## src/rtl/sseg_disp_ctrl.sv

```systemverilog
// rtl/sseg_disp_ctrl.sv - 4-digit 7-segment display controller (score BCD, message overlay, refresh strobe)
//
// Converts a binary score to BCD with a sequential double-dabble engine, applies
// leading-zero blanking, and lets a timed message override the score display.
// Also generates the refresh strobe that paces the digit multiplexer.
//
// Ports:
//   clk          - posedge clock
//   rst          - synchronous active-high reset
//   score        - binary score, sampled when score_valid=1
//   score_valid  - one-cycle strobe requesting a score conversion
//   msg_req      - one-cycle strobe: show msg_bcd for MSG_TICKS refresh ticks
//   msg_bcd      - message digits {d3,d2,d1,d0}; 4'hF = blank
//   blank_lz     - 1 = blank leading zeros of the score
//   bcd0..bcd3   - registered digit codes (bcd0 = rightmost)
//   refresh_tick - one-cycle strobe every REFRESH_DIV cycles
//   busy         - conversion engine not idle
//   msg_active   - message currently selected for display

module sseg_disp_ctrl #(
    parameter int REFRESH_DIV = 100000,
    parameter int MSG_TICKS   = 2000,
    parameter int SCORE_W     = 14
) (
    input  logic               clk,
    input  logic               rst,
    input  logic [SCORE_W-1:0] score,
    input  logic               score_valid,
    input  logic               msg_req,
    input  logic [15:0]        msg_bcd,
    input  logic               blank_lz,
    output logic [3:0]         bcd0,
    output logic [3:0]         bcd1,
    output logic [3:0]         bcd2,
    output logic [3:0]         bcd3,
    output logic               refresh_tick,
    output logic               busy,
    output logic               msg_active
);

    localparam int DIV_W = (REFRESH_DIV > 1) ? $clog2(REFRESH_DIV) : 1;
    localparam int TMR_W = $clog2(MSG_TICKS + 1);
    localparam int CNT_W = $clog2(SCORE_W + 1);

    localparam logic [DIV_W-1:0]   DIV_LAST = DIV_W'(REFRESH_DIV - 1);
    localparam logic [CNT_W-1:0]   BIT_LAST = CNT_W'(SCORE_W - 1);
    localparam logic [TMR_W-1:0]   TMR_LOAD = TMR_W'(MSG_TICKS);
    localparam logic [SCORE_W-1:0] SCORE_SAT = SCORE_W'(9999);

    typedef enum logic [1:0] {
        S_IDLE,
        S_SHIFT,
        S_COMMIT
    } state_t;

    // ------------------------------------------------------------------
    // Refresh divider (free running)
    // ------------------------------------------------------------------
    logic [DIV_W-1:0] div_cnt;

    always_ff @(posedge clk) begin
        if (rst) begin
            div_cnt <= '0;
        end else if (div_cnt == DIV_LAST) begin
            div_cnt <= '0;
        end else begin
            div_cnt <= div_cnt + DIV_W'(1);
        end
    end

    assign refresh_tick = (div_cnt == DIV_LAST);

    // ------------------------------------------------------------------
    // Request capture: every request goes through the one-deep pending
    // register, so a request arriving mid-conversion simply overwrites it
    // and is picked up when the engine returns to IDLE.
    // ------------------------------------------------------------------
    state_t             state_q;
    state_t             state_d;
    logic               pend;
    logic [SCORE_W-1:0] pend_score;
    logic [SCORE_W-1:0] score_sat;

    assign score_sat = (32'(score) > 32'd9999) ? SCORE_SAT : score;

    always_ff @(posedge clk) begin
        if (rst) begin
            pend       <= 1'b0;
            pend_score <= '0;
        end else if (score_valid) begin
            pend       <= 1'b1;
            pend_score <= score_sat;
        end else if (state_q == S_IDLE && pend) begin
            pend <= 1'b0;
        end
    end

    // ------------------------------------------------------------------
    // Conversion FSM
    // ------------------------------------------------------------------
    logic [CNT_W-1:0]   bit_cnt;
    logic [SCORE_W-1:0] shift_reg;
    logic [15:0]        acc;
    logic [14:0]        acc_adj;
    logic [15:0]        score_bcd;

    always_ff @(posedge clk) begin
        if (rst) begin
            state_q <= S_IDLE;
        end else begin
            state_q <= state_d;
        end
    end

    always_comb begin
        state_d = state_q;
        case (state_q)
            S_IDLE:   if (pend) state_d = S_SHIFT;
            S_SHIFT:  if (bit_cnt == BIT_LAST) state_d = S_COMMIT;
            S_COMMIT: state_d = S_IDLE;
            default:  state_d = S_IDLE;
        endcase
    end

    assign busy = (state_q != S_IDLE);

    // Add-3 correction ahead of the shift. The top nibble keeps only its
    // low three bits: its MSB is shifted out and can only be set for values
    // above 9999, which saturation rules out.
    always_comb begin
        acc_adj = '0;
        for (int k = 0; k < 3; k++) begin
            acc_adj[4*k +: 4] = (acc[4*k +: 4] >= 4'd5) ? acc[4*k +: 4] + 4'd3 : acc[4*k +: 4];
        end
        acc_adj[14:12] = (acc[15:12] >= 4'd5) ? 3'(acc[15:12] + 4'd3) : acc[14:12];
    end

    always_ff @(posedge clk) begin
        if (rst) begin
            bit_cnt   <= '0;
            shift_reg <= '0;
            acc       <= '0;
            score_bcd <= '0;
        end else begin
            case (state_q)
                S_IDLE: begin
                    if (pend) begin
                        shift_reg <= pend_score;
                        acc       <= '0;
                        bit_cnt   <= '0;
                    end
                end
                S_SHIFT: begin
                    acc       <= {acc_adj, shift_reg[SCORE_W-1]};
                    shift_reg <= {shift_reg[SCORE_W-2:0], 1'b0};
                    bit_cnt   <= bit_cnt + CNT_W'(1);
                end
                S_COMMIT: begin
                    score_bcd <= acc;
                end
                default: begin
                    bit_cnt <= '0;
                end
            endcase
        end
    end

    // ------------------------------------------------------------------
    // Message overlay
    // ------------------------------------------------------------------
    logic [15:0]      msg_digits;
    logic [TMR_W-1:0] msg_timer;

    always_ff @(posedge clk) begin
        if (rst) begin
            msg_digits <= 16'hFFFF;
            msg_timer  <= '0;
            msg_active <= 1'b0;
        end else if (msg_req) begin
            // A new request wins over the final tick of a running message.
            msg_digits <= msg_bcd;
            msg_timer  <= TMR_LOAD;
            msg_active <= 1'b1;
        end else if (msg_active && refresh_tick) begin
            msg_timer <= msg_timer - TMR_W'(1);
            if (msg_timer == TMR_W'(1)) begin
                msg_active <= 1'b0;
            end
        end
    end

    // ------------------------------------------------------------------
    // Leading-zero blanking and output register
    // ------------------------------------------------------------------
    logic [15:0] score_disp;
    logic [15:0] disp_q;

    always_comb begin
        score_disp = score_bcd;
        if (blank_lz && score_bcd[15:12] == 4'd0) begin
            score_disp[15:12] = 4'hF;
            if (score_bcd[11:8] == 4'd0) begin
                score_disp[11:8] = 4'hF;
                if (score_bcd[7:4] == 4'd0) begin
                    score_disp[7:4] = 4'hF;
                end
            end
        end
    end

    always_ff @(posedge clk) begin
        if (rst) begin
            disp_q <= {(blank_lz ? 12'hFFF : 12'h000), 4'h0};
        end else if (msg_active) begin
            disp_q <= msg_digits;
        end else begin
            disp_q <= score_disp;
        end
    end

    assign bcd3 = disp_q[15:12];
    assign bcd2 = disp_q[11:8];
    assign bcd1 = disp_q[7:4];
    assign bcd0 = disp_q[3:0];

endmodule

```

## config.mk

```make
export PLATFORM = sky130hd
export DESIGN_NAME = sseg_disp_ctrl
export DESIGN_NICKNAME = d
export VERILOG_FILES = /design/src/rtl/sseg_disp_ctrl.sv
export SDC_FILE = /design/constraint.sdc
export NUM_CORES = 1
export LEC_CHECK = 0
export BUFFER_PORTS_ARGS = -buffer_cell sky130_fd_sc_hd__buf_2
export CORE_ASPECT_RATIO = 0.9
export CORE_MARGIN = 3
export CORE_UTILIZATION = 60
export DETAILED_ROUTE_END_ITERATION = 7
export PLACE_DENSITY = 0.81
export SKIP_LAST_GASP = 1
export SLEW_MARGIN = 20
export SYNTH_ARGS = -nofsm -noshare
export SYNTH_HDL_FRONTEND = slang
export SYNTH_SLANG_ARGS = --single-unit
```

## constraint.sdc

```tcl
create_clock -name clk -period 3.3 [get_ports clk]
set_clock_uncertainty 0.2 [all_clocks]
set_input_delay 0 -clock clk [delete_from_list [all_inputs] [get_ports clk]]
set_output_delay 0 -clock clk [all_outputs]
set_load 0.02 [all_outputs]
```

==> results list <==
- Xor and xnor fraction of the mapped netlist area: 5.39%
- Among cell families on the critical path, the largest total delay comes from simple AND/OR/NAND/NOR gates.
- Fraction of final layout cells with drive strength greater than 1: about an eighth
- The finished cells cover 7000 µm².
* Fraction of the cycle the final worst path needs: 81.5%
- STA puts the critical path data required time at 3520 ps.
* Input/output buffers: 53
* Detailed placer's ending HPWL: 7500 µm
- Relative area change from synthesis to final layout: 30.4%
- The synthesized netlist devotes 3.03% of its cell area to adder and majority cells.
- Number of standard-cell rows in the floorplan: 32
* Startpoint type of the worst setup path: flip-flop
- Entering global routing, the biggest net connects 54 pins.
- STA classifies the critical path endpoint as a flip-flop.
- At the end of the flow, the number of nets in the layout was roughly 790.
- The via count of the first global-routing pass is 5,061.
- WP data arrival: 2910 ps
- Crit path buf inv count: 0
* F_max: 0.372 GHz
- Count of flip-flops with a built-in enable after synthesis: 0
- Dividing the detail-routed via count by the number of cells gives 5.78.
* Fraction of the mapped netlist area in compound gates: roughly 14%
- The startpoint identified for the worst hold timing path is pend_score[9].
* Shortest clock period the worst path allows after layout: 2690 ps
- At the pin with the least slew margin, the transition time is 1030 ps.
* Horiz. Die Dim: between 100 and 150 µm
* Final core utilization: 80.9%
- Number of flip-flops and latches in the synthesized netlist: around 130
- Once the floorplan was initialized, standard cells occupied between 60% and 70% of the core.
- Launch instance of the worst register-to-register path: div_cnt[0]
- Netlist cell types: between 40 and 50
- Across all setup checks in the final design, the least slack found is approximately 610 ps.
- Maximum root-to-sink buffer count: 2
- The worst setup path is of the flip-flop to flip-flop kind.
- Global-route usage over all layers: 30.1%
- The worst register-to-register path has a setup slack of 610 ps.
- Number of top-level pins: 54
- After clock tree synthesis, the clock-pin slew on the worst setup and hold paths is around 60 ps.
- Floorplan die height: 95.7 µm
- In this run, placement finished with an instance count of roughly 770.
- The number of pins with negative max-slew slack in the final report was 0.
- Leakage power: 2.86 nW
- Unrepaired setup endpoints after global routing: no
- The core region is 8650 µm².
* Root cell of the clock tree: sky130_fd_sc_hd__clkbuf_8
* Count of unresolved DRC violations after routing: 0
- Number of standard cells after synthesis: approximately 630
- Multiplexer share of the synthesized area: 3.36%
- Counting the buffers created by CTS gives 17.
- By area the synthesized netlist is led by sky130_fd_sc_hd__dfxtp_1 (48%), sky130_fd_sc_hd__nand2_1 (6.7%), sky130_fd_sc_hd__nor2_1 (6.0%).
- After synthesis, the largest area contributor takes up 47.8% of total cell area.
- Antenna Violating Nets Remaining: 0
- The first global-routing pass estimated between 20,000 and 25,000 µm of wire.
* H-tree depth reported by CTS: 4
* Worst-case hold path end point: shift_reg[9]
- In this run the power density over the cells is 572 nW/µm².
* Proportion of synthesized flip-flops having asynchronous set or reset: 0%
* Maximum net fanout on the critical path: 11
- Delay of the slowest critical-path stage: around 500 ps
* Number of resized instances in the post-cts repair step: 0
* HP Class: flip-flop to flip-flop
* Routed vias: 5,051
* Power, Total: 4.00 mW
* Largest register by flop count: div_cnt
* Final non-filler cell total: 874
* Post-synthesis instance area: 5370 µm²
- Syn_nets: 679
- Number of maximum-capacitance violations: 0
* Hold slack: 279 ps
- Clock tree from TritonCTS: done
- Count of routing violations after the opening detailed-route iteration: 313
- The placed instances occupy a cell area of 5700 µm².
- Slew HR: 30.9%
* Area enclosed by the die boundary: 10,100 µm²
* Final setup violating endpoints: 0
* Share of the yosys chip area belonging to registers: 47.8%
- Fin. Hold Viols: 0
- Library cell with the largest summed area after synthesis: sky130_fd_sc_hd__dfxtp_1
- A synthesized cell averages 8.50 µm².
* Count of TritonRoute iterations in the first routing pass: 5
- Synth warn: 0
- Routability congestion estimate: 0.820
- Worst-case vdd ir drop: 337 µV
* Detail-routed net length per standard cell: between 15 and 20 µm
- Timing analysis after detailed placement gives a worst setup slack of 647 ps.
- Global routing finished with a remaining overflow of 0.
- Walking the worst path, the cells encountered are ha_1 -> and4bb_2 -> nand3_1 -> or3_1 -> or4b_1 -> and3_1.
* Simple logic cell fraction of the synthesized area: 22.0%
* Flip-flop count of the largest register after layout: 17
- CP max stage cell: sky130_fd_sc_hd__or3_1
- By area, the combinational part of the netlist is dominated by simple AND/OR/NAND/NOR gates.
- TNS Setup: 0 ps
- Worst r2r dst: msg_timer[10]
- The number of antenna violations at the first check in global routing is 0.
* Depth of the worst register-to-register path: 6
- Wires add up to between 10,000 and 15,000 µm.
- For this design, the sink count on the clock tree is 128.
- Dominant register cell in the synthesized netlist: sky130_fd_sc_hd__dfxtp_1
* Status: completed
- Clock latency on the worst-skew pair, taken at its later pin, is 520 ps.
- Cells on Worst Hold Path: 2
repair_timing:
item | 4_1_cts | 5_1_grt
hold buffers | 68 | 0
hold endpoints to repair | 83 | 0
buffers inserted | 0 | 0
endpoints found under the setup margin | 0 | 0
area by class of cell:
cell class              instances  area (µm²)
fillers                       522        1650
multi-input cells             438        2560
repair buffers                128         998
clock buffers                  17         414
well taps                     119         149
diodes                          1        2.50
clock inverters                15         206
flip-flops and latches        128        2560
inverters                      28         105
Yosys cell counts, drive strengths merged, types with 7 or more instances:
master,number
inv,28
o211ai,7
a311oi,13
a22oi,8
clkbuf,33
nor4,9
a21oi,43
nand2,96
xor2,12
dfxtp,128
nor3,13
xnor2,21
nand3,15
o31ai,8
nor2b,8
and3,9
mux2i,18
o21ai,9
ha,13
nor2,86
a211oi,8
metal layers:
metal	GRT usage, %	vias up	share of wire [%]
li1	-	2389	-
met1	31.4	2396	38
met2	57.1	204	53
met3	5.97	62	4.8
met4	16.7	0	4.2
met5	0	-	0
cell families (layout without fill, tap and decap cells):
family | count (synthesis) | after routing
flops | 128 | 128
buf+inv | 65 | 188
mux | 18 | 18
other cells | 0 | 1
simple gates | 261 | 261
fa+ha+maj | 13 | 13
xor+xnor | 33 | 33
compound gates | 113 | 113
cell usage in the layout (no fill, tap or decap), drive strengths merged, types with 15 or more instances in the layout:
master	instances
buf	60
nor2	86
dlygate4sd3	68
nand2	96
inv	32
nand3	15
xnor2	21
clkbuf	17
dfxtp	128
a21oi	43
mux2i	18
worst max path at each step:
stage,slack (ps),endpoint,from,cells past startpoint
6_report,610,msg_timer[10],div_cnt[0],6
2_1_floorplan,1110,msg_timer[10],div_cnt[0],6
3_5_place_dp,650,msg_timer[10],div_cnt[0],6
5_1_grt,450,msg_timer[10],div_cnt[0],6
3_3_place_gp,770,msg_timer[10],div_cnt[0],6
4_1_cts,600,msg_timer[10],div_cnt[0],6
worst min-delay path, stage by stage, from the launching register on:
cell	delay, ps
sky130_fd_sc_hd__dfxtp_1	310
sky130_fd_sc_hd__nand2_1	50
sky130_fd_sc_hd__a311oi_1	70
power breakdown:
group	total [mW]	switching, mW	leakage, nW	internal, mW
Clock	1.97	0.740	0.288	1.24
Sequential	1.66	0.0412	1.05	1.61
Combinational	0.372	0.205	1.52	0.167
Note: power is estimated with default switching activity, not from simulation.
